### src/rtl/npc_pkg.sv
// rtl/npc_pkg.sv - opcode constants and 2-bit counter helpers for the fetch-stage predictor
package npc_pkg;

   localparam logic [5:0] OP_REGIMM = 6'b000001;
   localparam logic [5:0] OP_J      = 6'b000010;
   localparam logic [5:0] OP_JAL    = 6'b000011;
   localparam logic [5:0] OP_BEQ    = 6'b000100;
   localparam logic [5:0] OP_BNE    = 6'b000101;
   localparam logic [5:0] OP_BLEZ   = 6'b000110;
   localparam logic [5:0] OP_BGTZ   = 6'b000111;

   localparam logic [4:0] RT_BLTZ = 5'b00000;
   localparam logic [4:0] RT_BGEZ = 5'b00001;

   typedef logic [1:0] cnt_t;

   localparam cnt_t SNT = 2'b00;
   localparam cnt_t WNT = 2'b01;
   localparam cnt_t WT  = 2'b10;
   localparam cnt_t ST  = 2'b11;

   // Saturating step toward the resolved outcome.
   function automatic cnt_t cnt_step(input cnt_t c, input logic taken);
      if (taken)
         return (c == ST) ? ST : c + 2'd1;
      else
         return (c == SNT) ? SNT : c - 2'd1;
   endfunction

endpackage

### src/rtl/npc_bht.sv
// rtl/npc_bht.sv - branch history table of 2-bit saturating counters
module npc_bht
   import npc_pkg::*;
#(
   parameter int ENTRIES = 16,
   parameter int IDX     = 4
) (
   input  logic           clk_i,
   input  logic           rst_i,
   input  logic [IDX-1:0] rd_idx_i,
   output logic           rd_taken_o,
   input  logic           upd_en_i,
   input  logic [IDX-1:0] upd_idx_i,
   input  logic           upd_taken_i
);

   cnt_t cnt_q [ENTRIES];
   cnt_t cnt_d [ENTRIES];

   always_comb begin
      cnt_d = cnt_q;
      if (upd_en_i)
         cnt_d[upd_idx_i] = cnt_step(cnt_q[upd_idx_i], upd_taken_i);
   end

   always_ff @(posedge clk_i) begin
      if (rst_i) begin
         for (int i = 0; i < ENTRIES; i++)
            cnt_q[i] <= WNT;
      end else begin
         cnt_q <= cnt_d;
      end
   end

   // Read sees the pre-update counter; a same-cycle update lands next cycle.
   assign rd_taken_o = cnt_q[rd_idx_i][1];

endmodule

### src/rtl/npc_predict.sv
// rtl/npc_predict.sv - fetch PC register with predecode, BHT prediction and EX redirect
module npc_predict
   import npc_pkg::*;
#(
   parameter int               WIDTH       = 32,
   parameter int               BHT_ENTRIES = 16,
   parameter logic [WIDTH-1:0] RESET_PC    = 'h0000_3000
) (
   input  logic             clk,
   input  logic             rst,
   input  logic             stall,
   input  logic [31:0]      if_instr,
   input  logic             ex_valid,
   input  logic             ex_is_branch,
   input  logic             ex_is_jumpr,
   input  logic [WIDTH-1:0] ex_pc,
   input  logic             ex_taken,
   input  logic             ex_pred_taken,
   input  logic [WIDTH-1:0] ex_target,
   output logic [WIDTH-1:0] pc,
   output logic [WIDTH-1:0] pc_plus4,
   output logic             pred_taken,
   output logic             flush
);

   localparam int IDX = $clog2(BHT_ENTRIES);

   logic [WIDTH-1:0] pc_q, pc_d;
   logic [5:0]       opcode;
   logic [4:0]       rt;
   logic             is_jump, is_branch, bht_taken, redirect;
   logic [WIDTH-1:0] imm_sext, jump_target, branch_target, pred_next, redirect_target;

   assign opcode = if_instr[31:26];
   assign rt     = if_instr[20:16];

   always_comb begin
      is_jump   = (opcode == OP_J) || (opcode == OP_JAL);
      is_branch = (opcode == OP_BEQ) || (opcode == OP_BNE) ||
                  (opcode == OP_BLEZ) || (opcode == OP_BGTZ) ||
                  ((opcode == OP_REGIMM) && ((rt == RT_BLTZ) || (rt == RT_BGEZ)));
   end

   npc_bht #(
      .ENTRIES (BHT_ENTRIES),
      .IDX     (IDX)
   ) u_bht (
      .clk_i       (clk),
      .rst_i       (rst),
      .rd_idx_i    (pc_q[IDX+1:2]),
      .rd_taken_o  (bht_taken),
      .upd_en_i    (ex_valid & ex_is_branch),
      .upd_idx_i   (ex_pc[IDX+1:2]),
      .upd_taken_i (ex_taken)
   );

   assign pc_plus4      = pc_q + WIDTH'(4);
   assign imm_sext      = {{(WIDTH-18){if_instr[15]}}, if_instr[15:0], 2'b00};
   assign branch_target = pc_plus4 + imm_sext;
   assign jump_target   = {pc_plus4[WIDTH-1:28], if_instr[25:0], 2'b00};
   assign pred_taken    = is_branch & bht_taken;

   always_comb begin
      pred_next = pc_plus4;
      if (is_jump)
         pred_next = jump_target;
      else if (pred_taken)
         pred_next = branch_target;
   end

   // Only a wrong branch guess or an indirect jump forces recovery from EX.
   assign redirect        = ex_valid & ((ex_is_branch & (ex_taken ^ ex_pred_taken)) | ex_is_jumpr);
   assign redirect_target = (ex_taken | ex_is_jumpr) ? ex_target : ex_pc + WIDTH'(4);
   assign flush           = redirect;

   always_comb begin
      pc_d = pred_next;
      if (redirect)
         pc_d = redirect_target;
      else if (stall)
         pc_d = pc_q;
   end

   always_ff @(posedge clk) begin
      if (rst)
         pc_q <= RESET_PC;
      else
         pc_q <= pc_d;
   end

   assign pc = pc_q;

   a_ex_kind_exclusive: assert property (@(posedge clk) disable iff (rst)
      !(ex_is_branch && ex_is_jumpr));

endmodule

### config.mk
export PLATFORM = sky130hd
export DESIGN_NAME = npc_predict
export DESIGN_NICKNAME = d
export VERILOG_FILES = /design/src/rtl/npc_pkg.sv /design/src/rtl/npc_bht.sv /design/src/rtl/npc_predict.sv
export SDC_FILE = /design/constraint.sdc
export NUM_CORES = 1
export LEC_CHECK = 0
export ABC_AREA = 1
export BUFFER_PORTS_ARGS = -buffer_cell sky130_fd_sc_hd__buf_2
export CAP_MARGIN = 15
export CORE_ASPECT_RATIO = 1.5
export CORE_MARGIN = 3
export CORE_UTILIZATION = 62
export CTS_CLUSTER_DIAMETER = 120
export DETAILED_ROUTE_END_ITERATION = 12
export HOLD_SLACK_MARGIN = 0.1
export PLACE_DENSITY = 0.95
export SLEW_MARGIN = 0
export SYNTH_ARGS = -nofsm -noshare
export SYNTH_HDL_FRONTEND = slang
export SYNTH_SLANG_ARGS = --single-unit
### constraint.sdc
create_clock -name clk -period 6.26 [get_ports clk]
set_input_delay 0.313 -clock clk [delete_from_list [all_inputs] [get_ports clk]]
set_output_delay 0.313 -clock clk [all_outputs]
set_load 0.01 [all_outputs]
==> results of run 1 <==
[worst paths after layout]
kind | to | slack (ps) | start
hold / removal | pc[16] | 310 | if_instr[14]
setup / recovery | pc[30] | 2330 | pc[2]
setup reg to reg | pc[30] | 2330 | pc[2]
hold reg to reg | u_bht.cnt_q[10] | 460 | u_bht.cnt_q[10]
[layout make-up]
cell class	instances	area, µm²	area share, %
clock buffer	11	243	2.63
inverter	239	900	9.74
timing repair buffer	172	868	9.40
multi-input combinational	1154	5710	61.8
clock inverter	5	40.0	0.434
sequential	64	1280	13.9
tap	156	195	2.11
[stage by stage]
stage,hold WS [ps],setup slack [ps],utilization (%),instances
2_1_floorplan,435,3280,-,1501
3_3_place_gp,445,2680,70.5,1785
3_5_place_dp,450,2580,70.5,1785
4_1_cts,306,2540,72.7,1801
5_1_grt,336,2100,72.7,1801
6_report,308,2330,72.7,1801
[power groups by stage]
stage | combinational, W | clock, W | sequential (W)
after floorplan | 0.000410 | 0 | 0.000470
after global placement | 0.000603 | 0 | 0.000476
after detailed placement | 0.000613 | 0 | 0.000476
after CTS | 0.000619 | 0.000481 | 0.000468
after global routing | 0.000700 | 0.000499 | 0.000473
final | 0.000634 | 0.000488 | 0.000471
[placed cells by master (no fill, tap or decap), drive strengths merged]
cell type / netlist / layout
xnor2: 7 / 7
a211oi: 1 / 1
o32ai: 1 / 1
nor4: 3 / 3
xor2: 32 / 32
nand4: 22 / 22
ha: 40 / 40
nand3b: 6 / 6
fa: 1 / 1
a31oi: 3 / 3
o21bai: 3 / 3
clkinv: 1 / 4
nand3: 111 / 111
buf: 22 / 172
nor3b: 1 / 1
a21oi: 123 / 123
inv: 238 / 240
o21ai: 74 / 74
o221ai: 1 / 1
o31ai: 1 / 1
or2: 10 / 10
nor3: 15 / 15
nand2: 486 / 486
nor2: 185 / 185
dfxtp: 64 / 64
a21o: 5 / 5
o22ai: 5 / 5
o211a: 1 / 1
clkbuf: 22 / 11
o211ai: 17 / 17
[state kept, by name, summed over array words and instances (netlist names)]
name and cells:
pc 32, u_bht.cnt_q 32
[worst register-to-register path, delay by kind of cell (launching register included)]
kind / cells / cell delay (ps)
AND/OR/NAND/NOR: 14 / 1880
buffers and inverters: 3 / 180
AO/OA/AOI/OAI: 1 / 130
adder cells (fa/ha/maj): 2 / 650
XOR/XNOR: 1 / 320
flip-flops: 1 / 670
[logic make-up (layout without fill, tap and decap cells)]
family                   Yosys count  count (layout)  share of synthesized area (%)
adder cells (fa/ha/maj)           41              41                           6.38
AO/OA/AOI/OAI                    235             235                           15.7
AND/OR/NAND/NOR                  839             839                           43.6
flip-flops                        64              64                           15.7
XOR/XNOR                          39              39                           4.19
buffers and inverters            283             427                           14.4
[routing by layer]
metal | vias up | GRT usage, % | part of all wire, % | wire [µm]
met5 | - | 0 | 0 | 0
met4 | 0 | 26.4 | 7.9 | 2400
met3 | 217 | 7.36 | 11 | 3250
met2 | 763 | 70.1 | 48 | 14600
met1 | 4597 | 46.0 | 34 | 10200
li1 | 5045 | - | - | -
==> reports/metrics.yaml, run 1 <==
clk_path_buf_depth: 2
cts_root_buffer: "clkbuf_16"
maxSlewViolCount: 0
grt_pass1_vias: 10000
routedWlPerCell_um: 16.9
synth.ff_latch_count: 64
fmax_mhz: 255
synth.largest_area_cell: "nand2_1"
grt_pass1_wl_um: 48900
seq_power_share_pct: 29.6
crit_family: "simple AND/OR/NAND/NOR gates"
area_delta_synth_final_pct: 13.2
die_h_um: 147
cts_buffers: 9
yosys_warnings: 0
clkLatencyLatePin_ps: 340
crit_arrival_ps: 4150
path_depth: 21
finalPower_w: 0.00159
layout-drive-gt1-share_pct: 14.2
vdd_ir_drop_max_mv: 0.190
cts_setup_buffers: 0
hpwlAfterDp_um: 24100
die_x_um: 99.7
netlist_instances: 1501
placed_cell_area_um2: 8950
path_buf_inv: 3
relSlewSlack_pct: 31.2
critPathMaxFanout: 12
crit_path_max_incr_delay_ps: 670
gp_congestion: 1.06
grt-ovfl-total: 0
routed_via_density: 5.90
drc: 0
drt-total-wl_um: 30500
synthArstFlopShare_pct: 0
holdPathStages: 3
ys_top_cells_by_area: "nand2_1 (22%), dfxtp_1 (16%), inv_1 (11%)"
combPwrFrac_pct: 39.8
num_vias: 10600
nets: 1785
hold_class: "input port to flip-flop"
fin_crit_sh_pct: 62.7
avgSynthCellArea_um2: 5.44
htreeDepth: 3
drt_iter0_drc: 1381
status: "finished, final reports clean"
cap_violations: 0
rr_worst_depth: 21
critPathRequiredTime_ps: 6480
die_area_um2: 14600
core_area_um2: 12700
crit_type: "flip-flop to flip-flop"
yosysSeqAreaShare_pct: 15.7
final_area_um2: 9230
intPower_w: 0.000926
grt_max_degree: 44
power_frac_clock_pct: 30.6
clk_pin_slew_worst_paths_ps: 60
num_io_pins: 170
tightest_slew_ps: 1030
p_sw_share_pct: 41.9
cts.repair.resized: 0
critPathCaptureType: "flip-flop"
initial_core_util_pct: 64.2
crit_slowest_cell: "dfxtp_1"
cellPowerDensity_nw_per_um2: 173
cts_tree: "done"
synth_top_area_share_pct: 21.9
p_switching_w: 0.000667
fin_crit_ps: 3930
power.leakage_nw: 5.04
ys_types: 49
cts.sinks: 64
synth_area_um2: 8160
path_common_cell: "nand2_1"
hold_viol_final: 0
ant_nets: 0
grt_usage_pct: 41.1
start_kind: "flip-flop"
antenna_found_initial: 0
port_buffers: 169
clock_skew_ps: 8.87
syn_nets: 1646
synth_common_cells: "nand2_1 (476), inv_1 (231), nor2_1 (174), a21oi_1 (121), nand3_1 (106)"
rsz0062_at_grt: "no"
num_antenna_cells: 0
drt-pass1-iter-count: 6
fillers: 1199
ys.flop_type: "dfxtp_1"
crit_chain: "ha_1 -> nand3_1 -> nor2_1 -> inv_1 -> nor2_2 -> xor2_1 -> ha_1 -> nand2_1 -> inv_1 -> a21oi_1 -> nand2_1 -> nand2_1 -> nand2_1 -> nand2_1 -> nand2_1 -> nand2_1 -> nand3_1 -> nand2_1 -> nand3_1 -> nand2_1 -> inv_1"
hold_buffers: 0
yosysMostFrequentCell: "nand2_1"
synth_edf_count: 0
final-setup-viol-count: 0
rows: 50
setup_tns_ps: 0
Power figures use the tool's default switching activity.
==> run 2, diff against run 1 <==
--- a/config.mk
+++ b/config.mk
@@ -10,11 +10,11 @@
 export CAP_MARGIN = 15
 export CORE_ASPECT_RATIO = 1.5
 export CORE_MARGIN = 3
-export CORE_UTILIZATION = 62
+export CORE_UTILIZATION = 57
 export CTS_CLUSTER_DIAMETER = 120
 export DETAILED_ROUTE_END_ITERATION = 12
 export HOLD_SLACK_MARGIN = 0.1
-export PLACE_DENSITY = 0.95
+export PLACE_DENSITY = 0.9
 export SLEW_MARGIN = 0
 export SYNTH_ARGS = -nofsm -noshare
 export SYNTH_HDL_FRONTEND = slang
==> constraint.sdc (replaced) <==
create_clock -name clk -period 3.7 [get_ports clk]
set_input_delay 0.185 -clock clk [delete_from_list [all_inputs] [get_ports clk]]
set_output_delay 0.185 -clock clk [all_outputs]
set_load 0.01 [all_outputs]
==> run 2 against run 1 <==
- final cell count rose by 2.8%
- power rose by 72%
- hold slack worse by 130 ps
- sequential power up 68%
- non-clock buffer count grew 18
- sequential share of layout area fell by 0.31 points
- clock power is 71% higher
- first-iteration DRC count is 38% lower
- die area rose by 8.3%
- critical path depth increased by 2
- critical path type unchanged
==> reports/metrics.yaml, run 2 (synthesis results as in run 1) <==
relSlewSlack_pct: 36.6
crit_family: "simple AND/OR/NAND/NOR gates"
htreeDepth: 3
critPathCaptureType: "flip-flop"
path_buf_inv: 4
dp_slack_ps: 235
min_to: "pc[9]"
clkLatencyLatePin_ps: 340
port_buffers: 169
grt-ovfl-total: 0
die_area_um2: 15800
drt_iter0_drc: 852
routedWlPerCell_um: 17.0
grt_usage_pct: 39.0
dr_wl_met2_um: 15500
status: "finished, final reports clean"
hold_buffers: 0
path_common_cell: "nand2_1"
area_delta_synth_final_pct: 15.9
core_area_um2: 13700
path_depth: 23
num_io_pins: 170
holdPathStages: 3
grt_pass1_vias: 10200
hpwlAfterDp_um: 25500
tightest_slew_ps: 950
die_h_um: 153
routed_via_density: 5.66
cts_tree: "done"
num_antenna_cells: 0
drt-total-wl_um: 31500
clock_skew_ps: 10.6
crit_chain: "ha_1 -> nand3_2 -> nor2_1 -> inv_1 -> nor2_4 -> nand3_1 -> xor2_1 -> inv_1 -> ha_1 -> nand2_1 -> inv_1 -> nand2_1 -> nand2_1 -> a21oi_2 -> nor2_1 -> nor2_1 -> nand2_1 -> nand2_1 -> nand3_1 -> nand2_1 -> nand3_1 -> nand2_1 -> inv_1"
cellPowerDensity_nw_per_um2: 289
timing.rr.start: "pc[3]"
clk_path_buf_depth: 2
fin_ws_ps: 387
route.met3.wl_um: 2640
hold_class: "input port to flip-flop"
critPathRequiredTime_ps: 3940
final_common_cell: "nand2_1"
critPathMaxFanout: 8
fin_crit_sh_pct: 89.5
m1WireLength_um: 10800
antenna_found_initial: 0
final_area_um2: 9450
hold_viol_final: 0
layout-drive-gt1-share_pct: 15.7
setup_tns_ps: 0
cts.sinks: 64
cap_violations: 0
nets: 1803
final_cell_mix: "nand2_1 (476), inv_1 (231), nor2_1 (170), buf_2 (169), a21oi_1 (120)"
rr_worst_depth: 23
hp-start: "if_instr[7]"
final-setup-viol-count: 0
crit_arrival_ps: 3550
rsz0062_at_grt: "no"
drc: 0
top_layer_used: "met4"
ant_nets: 0
power.leakage_nw: 5.13
crit_path_max_incr_delay_ps: 420
r2r-end: "pc[29]"
cts_root_buffer: "clkbuf_16"
crit_slowest_cell: "dfxtp_2"
cts_buffers: 9
grt_max_degree: 43
placed_cell_area_um2: 9130
initial_core_util_pct: 59.4
cts_setup_buffers: 0
start_kind: "flip-flop"
maxSlewViolCount: 0
fmax_mhz: 302
num_vias: 10500
crit_type: "flip-flop to flip-flop"
r2r_slack_ps: 390
vdd_ir_drop_max_mv: 0.323
clk_pin_slew_worst_paths_ps: 60
die_x_um: 104
fin_crit_ps: 3310
rows: 52
gp_congestion: 0.989
grt_pass1_wl_um: 50300
drt-pass1-iter-count: 5
-- run 2: cell types whose count changed in the layout (fill, tap and decap cells not counted), sizes merged --
cell      change
buf          +18
clkbuf        -1
clkinv        -1
clkinvlp      +1
inv           +1
-- run 2: worst register-to-register path, delay by kind of cell, from the launching register on --
kind / cells / cell delay (ps)
AND/OR/NAND/NOR: 15 / 1550
adder cells (fa/ha/maj): 2 / 590
flip-flops: 1 / 420
buffers and inverters: 4 / 280
XOR/XNOR: 1 / 190
AO/OA/AOI/OAI: 1 / 180
-- run 2: how the worst max path moves through the flow --
stage | startpoint | to | slack (ps)
2_1_floorplan | pc[3] | pc[27] | 720
3_3_place_gp | pc[3] | pc[27] | 320
3_5_place_dp | pc[3] | pc[29] | 230
4_1_cts | pc[3] | pc[29] | 190
5_1_grt | pc[3] | pc[30] | 40
6_report | pc[3] | pc[29] | 390
-- run 2: where the power goes --
| group | total [W] | switching (W) | internal, W | leakage (nW) |
|---|---|---|---|---|
| clock network | 0.000835 | 0.000354 | 0.000481 | 0.140 |
| registers | 0.000790 | 0.0000633 | 0.000727 | 0.524 |
| logic | 0.00111 | 0.000729 | 0.000381 | 4.46 |
| total | 0.00273 | 0.00115 | 0.00159 | 5.13 |
-- run 2: layer usage --
layer / vias up / GRT usage (%)
met2: 586 / 70.5
li1: 5066 / -
met4: 0 / 27.0
met5: - / 0
met1: 4641 / 41.7
met3: 185 / 5.30
-- run 2: layout make-up --
type | instances | area (µm²)
well taps | 189 | 236
inverters | 239 | 900
fillers | 1352 | 4280
clock inverters | 6 | 51.3
flip-flops and latches | 64 | 1280
multi-input cells | 1154 | 5740
clock buffers | 10 | 239
repair buffers | 190 | 1000
-- run 2: metrics by stage --
step | power [W] | std cells | hold WS, ps | util, %
after global routing | 0.00289 | 1852 | 194 | 68.9
after detailed placement | 0.00188 | 1836 | 454 | 66.5
after floorplan | 0.00149 | 1501 | 342 | -
after CTS | 0.00271 | 1852 | 173 | 68.6
after global placement | 0.00187 | 1836 | 448 | 66.5
final | 0.00273 | 1852 | 182 | 68.9
-- run 2: timing repair --
action	4_1_cts	5_1_grt
hold endpoints to repair	0	0
setup endpoints to repair	0	16
gates resized for setup	0	9
==> run 3, diff against run 2 <==
--- a/config.mk
+++ b/config.mk
@@ -9,12 +9,12 @@
 export BUFFER_PORTS_ARGS = -buffer_cell sky130_fd_sc_hd__buf_2
 export CAP_MARGIN = 15
 export CORE_ASPECT_RATIO = 1.5
-export CORE_MARGIN = 3
 export CORE_UTILIZATION = 57
 export CTS_CLUSTER_DIAMETER = 120
 export DETAILED_ROUTE_END_ITERATION = 12
 export HOLD_SLACK_MARGIN = 0.1
 export PLACE_DENSITY = 0.9
+export REMOVE_ABC_BUFFERS = 1
 export SLEW_MARGIN = 0
 export SYNTH_ARGS = -nofsm -noshare
 export SYNTH_HDL_FRONTEND = slang
==> run 3 against run 2 <==
- first-iteration DRC count increased by 8.6%
- routed wire length down 1.5%
- final area decreased by 0.11%
- clock skew shrank 2.3 ps
- sequential power barely moved
- largest cell class unchanged
- highest routed layer unchanged
==> reports/metrics.yaml, run 3 (synthesis results as in run 1) <==
status: "finished, final reports clean"
min_to: "pc[11]"
port_buffers: 169
drc: 0
clk_pin_slew_worst_paths_ps: 60
fin_crit_ps: 3410
final-setup-viol-count: 0
r2r-end: "pc[30]"
antenna_found_initial: 0
maxSlewViolCount: 0
core_area_um2: 14000
final_cell_mix: "nand2_1 (476), inv_1 (231), nor2_1 (172), buf_2 (169), a21oi_1 (121)"
cts_setup_buffers: 0
rsz0062_at_grt: "no"
num_vias: 10400
initial_core_util_pct: 58.3
layout-drive-gt1-share_pct: 15.3
crit_arrival_ps: 3640
vdd_ir_drop_max_mv: 0.307
tightest_slew_ps: 837
clock_skew_ps: 8.30
num_io_pins: 170
num_antenna_cells: 0
cts_root_buffer: "clkbuf_16"
hold_class: "input port to flip-flop"
hpwlAfterDp_um: 24900
grt_pass1_wl_um: 48400
hold_viol_final: 0
clk_path_buf_depth: 2
nets: 1798
grt_usage_pct: 42.1
r2r_slack_ps: 290
cts_tree: "done"
htreeDepth: 3
finalPower_w: 0.00284
power.leakage_nw: 5.12
clkLatencyLatePin_ps: 340
die_h_um: 149
hold_buffers: 0
crit_type: "flip-flop to flip-flop"
drt-total-wl_um: 31100
die_x_um: 99.7
drt_iter0_drc: 925
utilization_pct: 67.5
setup_tns_ps: 0
cts.sinks: 64
cellPowerDensity_nw_per_um2: 301
holdPathStages: 3
relSlewSlack_pct: 44.2
final_common_cell: "nand2_1"
rows: 53
critPathRequiredTime_ps: 3930
start_kind: "flip-flop"
critPathCaptureType: "flip-flop"
fillers: 1382
critPathMaxFanout: 8
grt-ovfl-total: 0
rr_worst_depth: 20
area_delta_synth_final_pct: 15.7
routed_via_density: 5.63
grt_max_degree: 41
routedWlPerCell_um: 16.8
gp_congestion: 0.992
fmax_mhz: 293
die_area_um2: 14800
cts.repair.resized: 0
cap_violations: 0
timing.rr.start: "pc[3]"
fin_crit_sh_pct: 92.2
grt_pass1_vias: 9866
drt-pass1-iter-count: 6
cts_buffers: 9
ant_nets: 0
hp-start: "if_instr[9]"
-- run 3: through the flow --
stage                     setup slack (ps)  cell area, µm²  std cells  hold WS [ps]
final                                  288            9440       1850           179
after CTS                              160            9420       1850           179
after floorplan                        506            7890       1457           254
after detailed placement               184            9090       1834           449
after global placement                 322            9090       1834           446
after global routing                  12.2            9440       1850           201
-- run 3: final cells by class --
cell class                      instances  area [µm²]  area share (%)
Multi-Input combinational cell       1154        5730            60.6
Sequential cell                        64        1280            13.6
Timing Repair Buffer                  185         966            10.2
Inverter                              239         900            9.53
Tap cell                              192         240            2.54
Clock buffer                            9         225            2.39
Clock inverter                          7         103            1.09
-- run 3: worst max-delay path by stage --
stage	start	to	slack [ps]	cells past startpoint
3_3_place_gp	pc[3]	pc[30]	320	20
5_1_grt	pc[3]	pc[29]	10	23
6_report	pc[3]	pc[30]	290	20
2_1_floorplan	pc[2]	pc[27]	510	22
3_5_place_dp	pc[3]	pc[30]	180	20
4_1_cts	pc[3]	pc[30]	160	20
-- run 3: worst max-delay path, cell delays in order (launching register included) --
cell and delay (ps):
dfxtp_2 400, ha_1 240, nand3_2 150, nor2_1 130
inv_1 70, nor2_2 200, nand3_1 160, xor2_2 190
inv_1 100, ha_1 360, nand2_1 150, nor2_1 200
inv_1 60, o21bai_1 270, a21oi_1 130, nand3_1 80
nand3_1 130, nand2_1 110, nand3_1 60, nand2_1 60
inv_1 50
-- run 3: where the power goes --
group / internal, W / leakage (nW) / switching [W]
Sequential: 0.000727 / 0.524 / 0.0000623
Combinational: 0.000375 / 4.44 / 0.000724
Clock: 0.000597 / 0.157 / 0.000355
-- run 3: routing by layer --
layer | wire [µm] | share of wire (%) | global-route usage (%)
met4 | 2560 | 8.3 | 32.6
met1 | 11000 | 35 | 44.8
met5 | 0 | 0 | 0
met2 | 15100 | 49 | 73.2
met3 | 2390 | 7.7 | 6.81
